--- src/rtl/rf_wbarb_pkg.sv ---
//------------------------------------------------------------------------------
// Module   : rf_wbarb_pkg
// Brief    : Shared widths, defaults and types for the write-back arbiter.
// Revision : 1.0 - initial release
//------------------------------------------------------------------------------
`default_nettype none

package rf_wbarb_pkg;

    localparam int WORDSZ        = 32;
    localparam int RFSZLOG2      = 5;
    localparam int DEFAULT_DEPTH = 8;
    localparam int DEFAULT_SLACK = 5;

    typedef struct packed {
        logic [RFSZLOG2-1:0] rn;
        logic [WORDSZ-1:0]   res;
    } wb_entry_t;

    typedef enum logic {
        SRC_A = 1'b0,
        SRC_B = 1'b1
    } src_e;

    function automatic logic is_pow2(input int v);
        return (v > 0) && ((v & (v - 1)) == 0);
    endfunction

endpackage

`default_nettype wire

--- src/rtl/rf_wbarb_if.sv ---
//------------------------------------------------------------------------------
// Module   : rf_wbarb_if
// Brief    : Result inputs and register-file write port of the arbiter.
// Revision : 1.0 - initial release
//------------------------------------------------------------------------------
`default_nettype none

interface rf_wbarb_if;

    logic [rf_wbarb_pkg::RFSZLOG2-1:0] a_rn;
    logic [rf_wbarb_pkg::WORDSZ-1:0]   a_res;
    logic [rf_wbarb_pkg::RFSZLOG2-1:0] b_rn;
    logic [rf_wbarb_pkg::WORDSZ-1:0]   b_res;
    logic                              a_afull;
    logic                              b_afull;
    logic                              w_we;
    logic [rf_wbarb_pkg::RFSZLOG2-1:0] w_addr;
    logic [rf_wbarb_pkg::WORDSZ-1:0]   w_data;
    logic                              w_rdy;
    logic                              ovf;

    modport slave (
        input  a_rn, a_res, b_rn, b_res, w_rdy,
        output a_afull, b_afull, w_we, w_addr, w_data, ovf
    );

    modport master (
        output a_rn, a_res, b_rn, b_res, w_rdy,
        input  a_afull, b_afull, w_we, w_addr, w_data, ovf
    );

endinterface

`default_nettype wire

--- src/rtl/rf_wbarb_wb_fifo.sv ---
//------------------------------------------------------------------------------
// Module   : wb_fifo
// Brief    : Show-ahead result FIFO with registered almost-full and drop flag.
// Revision : 1.0 - initial release
//------------------------------------------------------------------------------
`default_nettype none

module wb_fifo
    import rf_wbarb_pkg::*;
#(
    parameter int DEPTH = DEFAULT_DEPTH,
    parameter int SLACK = DEFAULT_SLACK
) (
    input  wire logic                       clk,
    input  wire logic                       rst,
    input  wire logic                       push,
    input  wire logic                       pop,
    input  wire wb_entry_t                  din,
    output wb_entry_t                       head,
    output logic [$clog2(DEPTH+1)-1:0]      count,
    output logic                            full,
    output logic                            empty,
    output logic                            afull,
    output logic                            drop
);

    localparam int PTRW = $clog2(DEPTH);
    localparam int CNTW = $clog2(DEPTH + 1);

    logic [PTRW-1:0] wptr_q, wptr_d;
    logic [PTRW-1:0] rptr_q, rptr_d;
    logic [CNTW-1:0] count_q, count_d;
    logic            afull_q, afull_d;
    logic            do_push;
    logic            do_pop;
    wb_entry_t       mem_q [DEPTH];

    always_comb begin
        empty   = (count_q == '0);
        full    = (count_q == CNTW'(DEPTH));
        do_pop  = pop && !empty;
        // A full FIFO still takes a push when the same edge frees a slot.
        do_push = push && (!full || do_pop);
        drop    = push && full && !do_pop;
        wptr_d  = do_push ? wptr_q + 1'b1 : wptr_q;
        rptr_d  = do_pop  ? rptr_q + 1'b1 : rptr_q;
        count_d = count_q + CNTW'(do_push) - CNTW'(do_pop);
        afull_d = (CNTW'(DEPTH) - count_d) <= CNTW'(SLACK);
    end

    always_ff @(posedge clk or posedge rst) begin
        if (rst) begin
            wptr_q  <= '0;
            rptr_q  <= '0;
            count_q <= '0;
            afull_q <= 1'b0;
        end else begin
            wptr_q  <= wptr_d;
            rptr_q  <= rptr_d;
            count_q <= count_d;
            afull_q <= afull_d;
        end
    end

    always_ff @(posedge clk) begin
        if (do_push) begin
            mem_q[wptr_q] <= din;
        end
    end

    assign head  = mem_q[rptr_q];
    assign count = count_q;
    assign afull = afull_q;

endmodule

`default_nettype wire

--- src/rtl/rf_wbarb.sv ---
//------------------------------------------------------------------------------
// Module   : rf_wbarb
// Brief    : Two-source round-robin register-file write-back arbiter.
// Revision : 1.0 - initial release
//------------------------------------------------------------------------------
`default_nettype none

module rf_wbarb
    import rf_wbarb_pkg::*;
#(
    parameter int DEPTH = DEFAULT_DEPTH,
    parameter int SLACK = DEFAULT_SLACK
) (
    input  wire logic   clk,
    input  wire logic   rst,
    rf_wbarb_if.slave   wb
);

    localparam int CNTW = $clog2(DEPTH + 1);

    if (!is_pow2(DEPTH) || (DEPTH < 8)) begin : g_bad_depth
        $fatal(1, "rf_wbarb: DEPTH must be a power of two and at least 8");
    end

    wb_entry_t       din_a, din_b;
    wb_entry_t       head_a, head_b, head_sel;
    logic [CNTW-1:0] count_a, count_b;
    logic            full_a, full_b;
    logic            empty_a, empty_b;
    logic            afull_a, afull_b;
    logic            drop_a, drop_b;
    logic            push_a, push_b;
    logic            pop_a, pop_b;
    logic            any_valid;
    logic            fire;
    src_e            sel;

    src_e            last_src_q, last_src_d;
    logic            lock_q, lock_d;
    src_e            lock_src_q, lock_src_d;
    logic            ovf_q, ovf_d;

    assign push_a = (wb.a_rn != '0) && !rst;
    assign push_b = (wb.b_rn != '0) && !rst;
    assign din_a  = '{rn: wb.a_rn, res: wb.a_res};
    assign din_b  = '{rn: wb.b_rn, res: wb.b_res};

    wb_fifo #(.DEPTH(DEPTH), .SLACK(SLACK)) u_fifo_a (
        .clk   (clk),
        .rst   (rst),
        .push  (push_a),
        .pop   (pop_a),
        .din   (din_a),
        .head  (head_a),
        .count (count_a),
        .full  (full_a),
        .empty (empty_a),
        .afull (afull_a),
        .drop  (drop_a)
    );

    wb_fifo #(.DEPTH(DEPTH), .SLACK(SLACK)) u_fifo_b (
        .clk   (clk),
        .rst   (rst),
        .push  (push_b),
        .pop   (pop_b),
        .din   (din_b),
        .head  (head_b),
        .count (count_b),
        .full  (full_b),
        .empty (empty_b),
        .afull (afull_b),
        .drop  (drop_b)
    );

    always_comb begin
        any_valid = !empty_a || !empty_b;
        // A stalled write keeps its source so the port stays stable.
        if (lock_q) begin
            sel = lock_src_q;
        end else if (!empty_a && !empty_b) begin
            sel = (last_src_q == SRC_B) ? SRC_A : SRC_B;
        end else if (!empty_a) begin
            sel = SRC_A;
        end else begin
            sel = SRC_B;
        end
        head_sel   = (sel == SRC_A) ? head_a : head_b;
        fire       = any_valid && wb.w_rdy;
        pop_a      = fire && (sel == SRC_A);
        pop_b      = fire && (sel == SRC_B);
        last_src_d = fire ? sel : last_src_q;
        lock_d     = any_valid && !wb.w_rdy;
        lock_src_d = sel;
        ovf_d      = ovf_q || drop_a || drop_b;
    end

    always_ff @(posedge clk or posedge rst) begin
        if (rst) begin
            last_src_q <= SRC_B;
            lock_q     <= 1'b0;
            lock_src_q <= SRC_A;
            ovf_q      <= 1'b0;
        end else begin
            last_src_q <= last_src_d;
            lock_q     <= lock_d;
            lock_src_q <= lock_src_d;
            ovf_q      <= ovf_d;
        end
    end

    assign wb.w_we    = any_valid;
    assign wb.w_addr  = any_valid ? head_sel.rn  : '0;
    assign wb.w_data  = any_valid ? head_sel.res : '0;
    assign wb.a_afull = afull_a;
    assign wb.b_afull = afull_b;
    assign wb.ovf     = ovf_q;

    // Full flags and counts are observed only through afull/drop at this level.
    logic unused_ok;
    assign unused_ok = &{1'b0, full_a, full_b, count_a, count_b};

endmodule

`default_nettype wire

--- src/flat_wrapper.sv ---
// flat-port wrapper written by rule: the top's interface ports become plain ports
module rf_wbarb_flat import rf_wbarb_pkg::*;
#(
    parameter int DEPTH = DEFAULT_DEPTH,
    parameter int SLACK = DEFAULT_SLACK
)
  (clk, rst, wb_a_rn, wb_a_res, wb_b_rn, wb_b_res, wb_w_rdy, wb_a_afull, wb_b_afull, wb_w_we, wb_w_addr, wb_w_data, wb_ovf);
  rf_wbarb_if wb_i ();
  input  wire logic clk;
  input  wire logic rst;
  input wire logic [$bits(wb_i.a_rn)-1:0] wb_a_rn;
  input wire logic [$bits(wb_i.a_res)-1:0] wb_a_res;
  input wire logic [$bits(wb_i.b_rn)-1:0] wb_b_rn;
  input wire logic [$bits(wb_i.b_res)-1:0] wb_b_res;
  input wire logic [$bits(wb_i.w_rdy)-1:0] wb_w_rdy;
  output wire logic [$bits(wb_i.a_afull)-1:0] wb_a_afull;
  output wire logic [$bits(wb_i.b_afull)-1:0] wb_b_afull;
  output wire logic [$bits(wb_i.w_we)-1:0] wb_w_we;
  output wire logic [$bits(wb_i.w_addr)-1:0] wb_w_addr;
  output wire logic [$bits(wb_i.w_data)-1:0] wb_w_data;
  output wire logic [$bits(wb_i.ovf)-1:0] wb_ovf;
  assign wb_i.a_rn = wb_a_rn;
  assign wb_i.a_res = wb_a_res;
  assign wb_i.b_rn = wb_b_rn;
  assign wb_i.b_res = wb_b_res;
  assign wb_i.w_rdy = wb_w_rdy;
  assign wb_a_afull = wb_i.a_afull;
  assign wb_b_afull = wb_i.b_afull;
  assign wb_w_we = wb_i.w_we;
  assign wb_w_addr = wb_i.w_addr;
  assign wb_w_data = wb_i.w_data;
  assign wb_ovf = wb_i.ovf;
  rf_wbarb #(.DEPTH(DEPTH), .SLACK(SLACK)) u_core (.clk(clk), .rst(rst), .wb(wb_i));
endmodule
--- config.mk ---
export PLATFORM = sky130hd
export DESIGN_NAME = rf_wbarb_flat
export DESIGN_NICKNAME = d
export VERILOG_FILES = /design/src/rtl/rf_wbarb_pkg.sv /design/src/rtl/rf_wbarb_if.sv /design/src/rtl/rf_wbarb_wb_fifo.sv /design/src/rtl/rf_wbarb.sv /design/src/flat_wrapper.sv
export SDC_FILE = /design/constraint.sdc
export NUM_CORES = 1
export LEC_CHECK = 0
export CAP_MARGIN = 20
export CORE_MARGIN = 2
export CORE_UTILIZATION = 40
export CTS_CLUSTER_SIZE = 28
export DETAILED_ROUTE_END_ITERATION = 7
export GPL_TIMING_DRIVEN = 0
export SYNTH_ARGS = -nofsm -noshare
export SYNTH_HDL_FRONTEND = slang
export SYNTH_SLANG_ARGS = --single-unit
--- constraint.sdc ---
create_clock -name clk -period 10.8 [get_ports clk]
set_clock_uncertainty 0.2 [all_clocks]
set_input_delay 2.7 -clock clk [delete_from_list [all_inputs] [get_ports clk]]
set_output_delay 2.7 -clock clk [all_outputs]
set_load 0.02 [all_outputs]
==> results of run 1 <==
[state kept, by name (all words and copies together) (netlist names)]
name                    flops
u_core.last_src_q           1
u_core.lock_q               1
u_core.lock_src_q           1
u_core.u_fifo_a.afull       1
u_core.u_fifo_a.count       4
u_core.u_fifo_a.mem_q     296
u_core.u_fifo_a.rptr_q      3
u_core.u_fifo_a.wptr_q      3
u_core.u_fifo_b.afull       1
u_core.u_fifo_b.count       4
u_core.u_fifo_b.mem_q     296
u_core.u_fifo_b.rptr_q      3
u_core.u_fifo_b.wptr_q      3
u_core.wb.ovf               1
[layout by cell type, fill, tap and decap left out, types with 6 or more instances in the layout]
cell type        Yosys  routed
xor2_1               6       6
inv_1               12      12
buf_6                1      28
buf_2               23      23
nor3_2               0       8
buf_1                7       7
mux2i_1             74      74
nand2_1             20      20
dfrtp_1             25      25
a21oi_1              6       6
nand2b_1             7       7
mux4_2             148     148
clkinv_2             0      12
clkbuf_16            0      61
edfxtp_1           592     592
o22ai_1             37      37
xnor2_1              6       6
buf_4                0      14
ha_1                16      16
clkdlybuf4s50_1      0     117
clkbuf_1            16      37
clkinv_1             0      10
nor2_4               0       6
[area by class of cell]
type | instances | area, um^2 | area share
repair buffers | 169 | 1800 | 0.0634
clock buffers | 83 | 1620 | 0.0570
clock inverters | 25 | 146 | 0.00515
plain buffers | 47 | 213 | 0.00748
well taps | 773 | 967 | 0.0340
inverters | 13 | 48.8 | 0.00172
multi-input cells | 369 | 5200 | 0.183
flip-flops and latches | 618 | 18400 | 0.648
[worst max path at each step]
stage	to	from	slack [ns]	cells past startpoint
finish	wb_w_data[18]	u_core.u_fifo_b.count[2]$_DFF_PP0_	4.14	8
global route	wb_w_data[23]	u_core.u_fifo_b.count[2]$_DFF_PP0_	4.02	8
CTS	wb_w_data[23]	u_core.u_fifo_b.count[2]$_DFF_PP0_	4.08	8
detailed placement	u_core.u_fifo_b.mem_q[1][8]$_DFFE_PP_	rst	4.35	10
global placement	u_core.u_fifo_b.mem_q[0][8]$_DFFE_PP_	rst	-2.53	6
floorplan	u_core.u_fifo_b.mem_q[0][0]$_DFFE_PP_	rst	2.63	5
[worst max-delay path, delay by kind of cell (launching register included)]
kind	cells	cell delay [ns]
buffers and inverters	3	1.24
DFF	1	0.35
AOI/OAI and AO/OA	2	0.63
adders and majority gates	1	0.15
and+or+nand+nor	2	0.76
[layer usage]
metal | vias up | global-route usage | wire [um]
met2 | 263 | 0.279 | 25600
met4 | 16 | 0.0592 | 1500
met3 | 99 | 0.0360 | 2740
li1 | 4873 | - | -
met1 | 5836 | 0.230 | 21700
met5 | - | 0 | 103
[synth_stat cells (2+ instances only)]
master    count  area [um^2]
nand2b_1      7         43.8
o211ai_1      2         15.0
nor3b_1       2         15.0
nor4_1        2         12.5
ha_1         16          200
a21o_1        2         15.0
buf_2        23          115
mux4_2      148         3330
fa_1          2         40.0
mux2i_1      74          741
xor2_1        6         52.6
a21oi_1       6         30.0
xnor2_1       6         52.6
nand2_1      20         75.1
mux2_2        2         22.5
nor2_1       11         41.3
nor3_1       11         55.1
edfxtp_1    592        17800
o21ai_0       4         20.0
inv_1        12         45.0
buf_1         7         26.3
dfrtp_1      25          626
clkbuf_1     16         60.1
o22ai_1      37          231
[cells by family (layout without fill, tap and decap cells)]
group | after synthesis | in the layout | share of synthesized area
DFF | 618 | 618 | 0.775
muxes | 225 | 225 | 0.173
buffers and inverters | 60 | 337 | 0.0110
and+or+nand+nor | 59 | 59 | 0.0120
AOI/OAI and AO/OA | 55 | 55 | 0.0150
adders and majority gates | 18 | 18 | 0.0101
xor gates and xnor gates | 12 | 12 | 0.00442
[power breakdown]
part	total [W]	switching, W	internal [W]
Sequential	0.00313	0.000111	0.00302
Combinational	0.00279	0.00156	0.00123
Clock	0.00190	0.000841	0.00106
Total	0.00782	0.00251	0.00531
[stage by stage]
stage | instance area, um^2 | instances | setup WS, ns | hold slack (ns)
2_1_floorplan | 23800 | 1047 | 2.63 | 0.315
3_3_place_gp | 25900 | 1937 | -2.53 | 0.278
3_5_place_dp | 26700 | 1989 | 4.35 | 0.287
4_1_cts | 28400 | 2097 | 4.08 | 0.301
5_1_grt | 28400 | 2097 | 4.02 | 0.322
6_report | 28400 | 2097 | 4.14 | 0.294
==> results.sh, run 1 <==
export IMPL_hold_path_startpoint="u_core.wb.ovf$_DFF_PP0_"
export IMPL_maxSlewViolCount=0
export IMPL_clkTransAtPathRegs_ns=0.06
export IMPL_dr_total_vias=11100
export IMPL_whs_endpoint="u_core.wb.ovf$_DFF_PP0_"
export IMPL_drt_wl_total_um=51600
export IMPL_report_power_total_w=0.00782
export IMPL_worst_r2r_cell_count=10
export IMPL_syn_avg_cell_area_um2=22.7
export IMPL_timing_critical_path_from_type="register"
export IMPL_gpl_final_weighted_congestion=0.739
export IMPL_cell_with_the_biggest_individual_delay_on_the_critical_path="clkdlybuf4s50_1"
export IMPL_reg2reg_to="u_core.u_fifo_b.mem_q[1][8]$_DFFE_PP_"
export IMPL_chipWidth_um=248
export IMPL_num_nets_final=1372
export IMPL_layout_min_cycle_time_ns=6.66
export IMPL_worst_path_required_time_ns=7.90
export IMPL_ys_warn_count=0
export IMPL_final_setup_tns_ns=0
export IMPL_share_of_the_core_filled_with_cells=0.483
export IMPL_static_leakage_power_nw=9.28
export IMPL_global_route_overflow_total=0
export IMPL_clock_latency_ns=0.61
export IMPL_cts_max_level=2
export IMPL_cts_tree="done"
export IMPL_final_layout_size_suffix_gt1_frac=0.246
export IMPL_floorplan_initialDensity=0.404
export IMPL_critical_path_max_fanout=10
export IMPL_die_h_um=248
export IMPL_timing_reg2reg_setup_slack_ns=6.97
export IMPL_timing_slew_headroom=0.336
export IMPL_tritoncts_num_sinks=618
export IMPL_maximum_number_of_pins_on_one_net_before_global_route_repair=25
export IMPL_cts_setup_buffers=0
export IMPL_hold_buffers=0
export IMPL_drt_wirelength_per_cell_um=24.6
export IMPL_status="finished, final reports clean"
export IMPL_boundaryPins=118
export IMPL_die_area_um2=61400
export IMPL_synth_net_count=1142
export IMPL_class_of_the_worst_hold_path="register to register"
export IMPL_placement_io_buffers=117
export IMPL_first_global_vias=11600
export IMPL_clock_fmax_mhz=150
export IMPL_timing_final_hold_violations=0
export IMPL_cts_inserted_buffers=59
export IMPL_ys_seq_elements=618
export IMPL_clock_tree_buffer_depth=3
export IMPL_post_cts_resized_instances=0
export IMPL_crit_arrival_ns=3.76
export IMPL_max_cap_violations=0
export IMPL_synth_enable_flop_cells=592
export IMPL_drc_violation_count_after_routing=0
export IMPL_core_area_um2=58900
export IMPL_hold_crit_depth=1
export IMPL_vdd_ir_drop_worst_uv=125
export IMPL_synthCells=1047
export IMPL_drt_pre_antenna_iters=5
export IMPL_report_final_setup_viol=0
export IMPL_drt_initial_drc_count=1005
export IMPL_ant_nets=0
export IMPL_grt_pass1_wl_um=76200
export IMPL_regToRegStartpoint="u_core.u_fifo_a.count[2]$_DFF_PP0_"
export IMPL_power_density_nw_per_um2=275
export IMPL_initial_antenna_violation_count=8
export IMPL_post_synth_num_cell_types=38
export IMPL_synth_async_sr_flop_share=0.0421
export IMPL_fillerInstances=4684
export IMPL_vias_per_cell=5.29
export IMPL_grt_usage=0.171
export IMPL_syn_area_um2=23800
export IMPL_layout_overhead_on_the_synthesized_area_pct=19.5
export IMPL_yosys_most_used_dff="edfxtp_1"
export IMPL_grt_setup_unrepaired="false"
export IMPL_worstSetupEndpointType="output pin"
export IMPL_yosysSeqAreaShare=0.775
export IMPL_period_utilisation_layout=0.617
export IMPL_cp_slowest_stage_delay_ns=0.70
export IMPL_floorplan_rows=89
export IMPL_worst_pin_slew_ns=0.991
export IMPL_clockRootBuffer="clkbuf_16"
export IMPL_critPathKind="register to output pin"
export IMPL_dp_final_hpwl_um=35700
export IMPL_antenna_diode_count=0
export IMPL_path_cells="inv_1 -> ha_1 -> or3b_4 -> a22oi_2 -> nand2_1 -> clkbuf_1 -> o22ai_1 -> clkdlybuf4s50_1"
No activity file was read; power rests on OpenSTA's default activity.
==> run 2, diff against run 1 <==
clock period = 6.79 ns   (was 10.8 ns; I/O delays follow)
==> run 2 against run 1 <==
Core utilization is 0.24 points higher; die area did not move; worst hold slack gained 0.013 ns; worst setup slack worse by 3.0 ns; sequential cell count unchanged; critical path depth stayed put; largest power group unchanged; count of clock-buffer cells in the layout decreased by 7; cell area increased by 0.49%; sequential share of layout area down 0.32 points; register-to-register slack worse by 3.9 ns; critical path type unchanged.
==> results.sh, run 2 (synthesis results as in run 1) <==
export IMPL_clkTransAtPathRegs_ns=0.06
export IMPL_layout_min_cycle_time_ns=5.63
export IMPL_timing_critical_path_from_type="register"
export IMPL_report_final_setup_viol=0
export IMPL_period_utilisation_layout=0.829
export IMPL_static_leakage_power_nw=9.34
export IMPL_die_h_um=248
export IMPL_grt_usage=0.171
export IMPL_hold_crit_depth=1
export IMPL_cts_tree="done"
export IMPL_timing_slew_headroom=0.361
export IMPL_globalRouteMet3Util=0.0388
export IMPL_drt_initial_drc_count=894
export IMPL_boundaryPins=118
export IMPL_use_met2=0.283
export IMPL_met1_usage=0.226
export IMPL_clockRootBuffer="clkbuf_16"
export IMPL_critical_path_max_fanout=10
export IMPL_crit_arrival_ns=3.73
export IMPL_multi_input_comb_area_um2=5210
export IMPL_vdd_ir_drop_worst_uv=217
export IMPL_worst_r2r_cell_count=14
export IMPL_floorplan_initialDensity=0.404
export IMPL_grt_setup_unrepaired="false"
export IMPL_class_of_the_worst_hold_path="register to register"
export IMPL_register_area_um2=18400
export IMPL_maximum_number_of_pins_on_one_net_before_global_route_repair=26
export IMPL_placement_io_buffers=117
export IMPL_layout_overhead_on_the_synthesized_area_pct=20.1
export IMPL_drt_pre_antenna_iters=5
export IMPL_die_area_um2=61400
export IMPL_vias_per_cell=5.28
export IMPL_post_layout_nonfiller_instances=2102
export IMPL_ant_nets=0
export IMPL_top_usage_layer="met2"
export IMPL_largest_registers_ranked_by_flip_flop_count="u_core.u_fifo_a.mem_q (296), u_core.u_fifo_b.mem_q (296)"
export IMPL_dp_final_hpwl_um=35700
export IMPL_power_density_nw_per_um2=441
export IMPL_fillerInstances=4697
export IMPL_worst_pin_slew_ns=0.958
export IMPL_chipWidth_um=248
export IMPL_cts_max_level=2
export IMPL_drc_violation_count_after_routing=0
export IMPL_cts_setup_buffers=0
export IMPL_floorplan_rows=89
export IMPL_max_cap_violations=0
export IMPL_worstSetupEndpointType="output pin"
export IMPL_placed_cells=1990
export IMPL_drt_wirelength_per_cell_um=24.4
export IMPL_first_global_vias=11600
export IMPL_global_route_overflow_total=0
export IMPL_clock_tree_buffer_depth=3
export IMPL_clock_latency_ns=0.62
export IMPL_cts_inserted_buffers=58
export IMPL_drt_wl_total_um=51200
export IMPL_final_common_cell="edfxtp_1"
export IMPL_num_nets_final=1372
export IMPL_status="finished, final reports clean"
export IMPL_layout_cells_most_common_list="edfxtp_1 (592), mux4_2 (148), clkdlybuf4s50_1 (117), mux2i_1 (74), clkbuf_16 (60)"
export IMPL_hold_buffers=0
export IMPL_post_cts_resized_instances=0
export IMPL_grt_pass1_wl_um=75900
export IMPL_critPathKind="register to output pin"
export IMPL_maxSlewViolCount=0
export IMPL_dr_total_vias=11100
export IMPL_report_power_total_w=0.0126
export IMPL_gpl_final_weighted_congestion=0.743
export IMPL_tritoncts_num_sinks=618
export IMPL_worst_path_required_time_ns=4.89
export IMPL_final_setup_tns_ns=0
export IMPL_core_area_um2=58900
export IMPL_timing_final_hold_violations=0
export IMPL_clock_fmax_mhz=178
export IMPL_initial_antenna_violation_count=10
export IMPL_final_layout_size_suffix_gt1_frac=0.255
[run 2: changes by cell type in the layout (fill, tap and decap cells not counted), moves of 3 or more]
cell,change
buf_4,-8
buf_6,+11
bufinv_16,+3
clkbuf_1,-8
clkinv_2,+4
diode_2,+3
[run 2: where the power goes]
part	switching [W]	internal, W	total (W)
clock	0.00136	0.00180	0.00316
combinational	0.00248	0.00196	0.00445
sequential	0.000183	0.00480	0.00498
total	0.00403	0.00856	0.0126
[run 2: through the flow]
step | hold slack, ns | area, um^2 | util | worst slack (ns)
floorplan | 0.319 | 23800 | - | 0.309
global route | 0.329 | 28600 | 0.485 | 1.07
detailed placement | 0.306 | 26700 | 0.453 | 1.45
finish | 0.307 | 28600 | 0.485 | 1.16
CTS | 0.322 | 28600 | 0.485 | 1.11
global placement | 0.281 | 25900 | 0.440 | -4.18
[run 2: worst paths after layout]
path	to	start	slack [ns]
min reg2reg	u_core.wb.ovf$_DFF_PP0_	u_core.wb.ovf$_DFF_PP0_	0.31
max	wb_w_data[20]	u_core.u_fifo_b.count[2]$_DFF_PP0_	1.16
max reg2reg	u_core.u_fifo_b.afull$_DFF_PP0_	u_core.u_fifo_a.count[2]$_DFF_PP0_	3.02
max in group asynchronous	u_core.last_src_q$_DFFE_PP1N_	rst	4.52
min in group asynchronous	u_core.u_fifo_a.afull$_DFF_PP0_	rst	1.28
min	u_core.wb.ovf$_DFF_PP0_	u_core.wb.ovf$_DFF_PP0_	0.31
[run 2: worst max-delay path, cell delays in order (launching register included)]
cell and delay (ns):
dfrtp_1 0.36, inv_1 0.10, ha_1 0.15, or3b_4 0.40
a22oi_2 0.18, nand2_1 0.34, clkbuf_1 0.42, o22ai_1 0.48
clkdlybuf4s50_1 0.70
[run 2: per-layer routing]
layer  share of wire  vias to the layer above
met3           0.052                       88
met5          0.0017                        -
met2            0.49                      219
met4           0.025                       16
met1            0.43                     5898
li1                -                     4881
[run 2: area by class of cell]
class / instances / area share
flip-flops and latches: 618 / 0.645
multi-input cells: 369 / 0.182
repair buffers: 170 / 0.0640
clock buffers: 76 / 0.0557
well taps: 773 / 0.0339
clock inverters: 33 / 0.00946
plain buffers: 47 / 0.00745
inverters: 13 / 0.00171
diodes: 3 / 0.000263
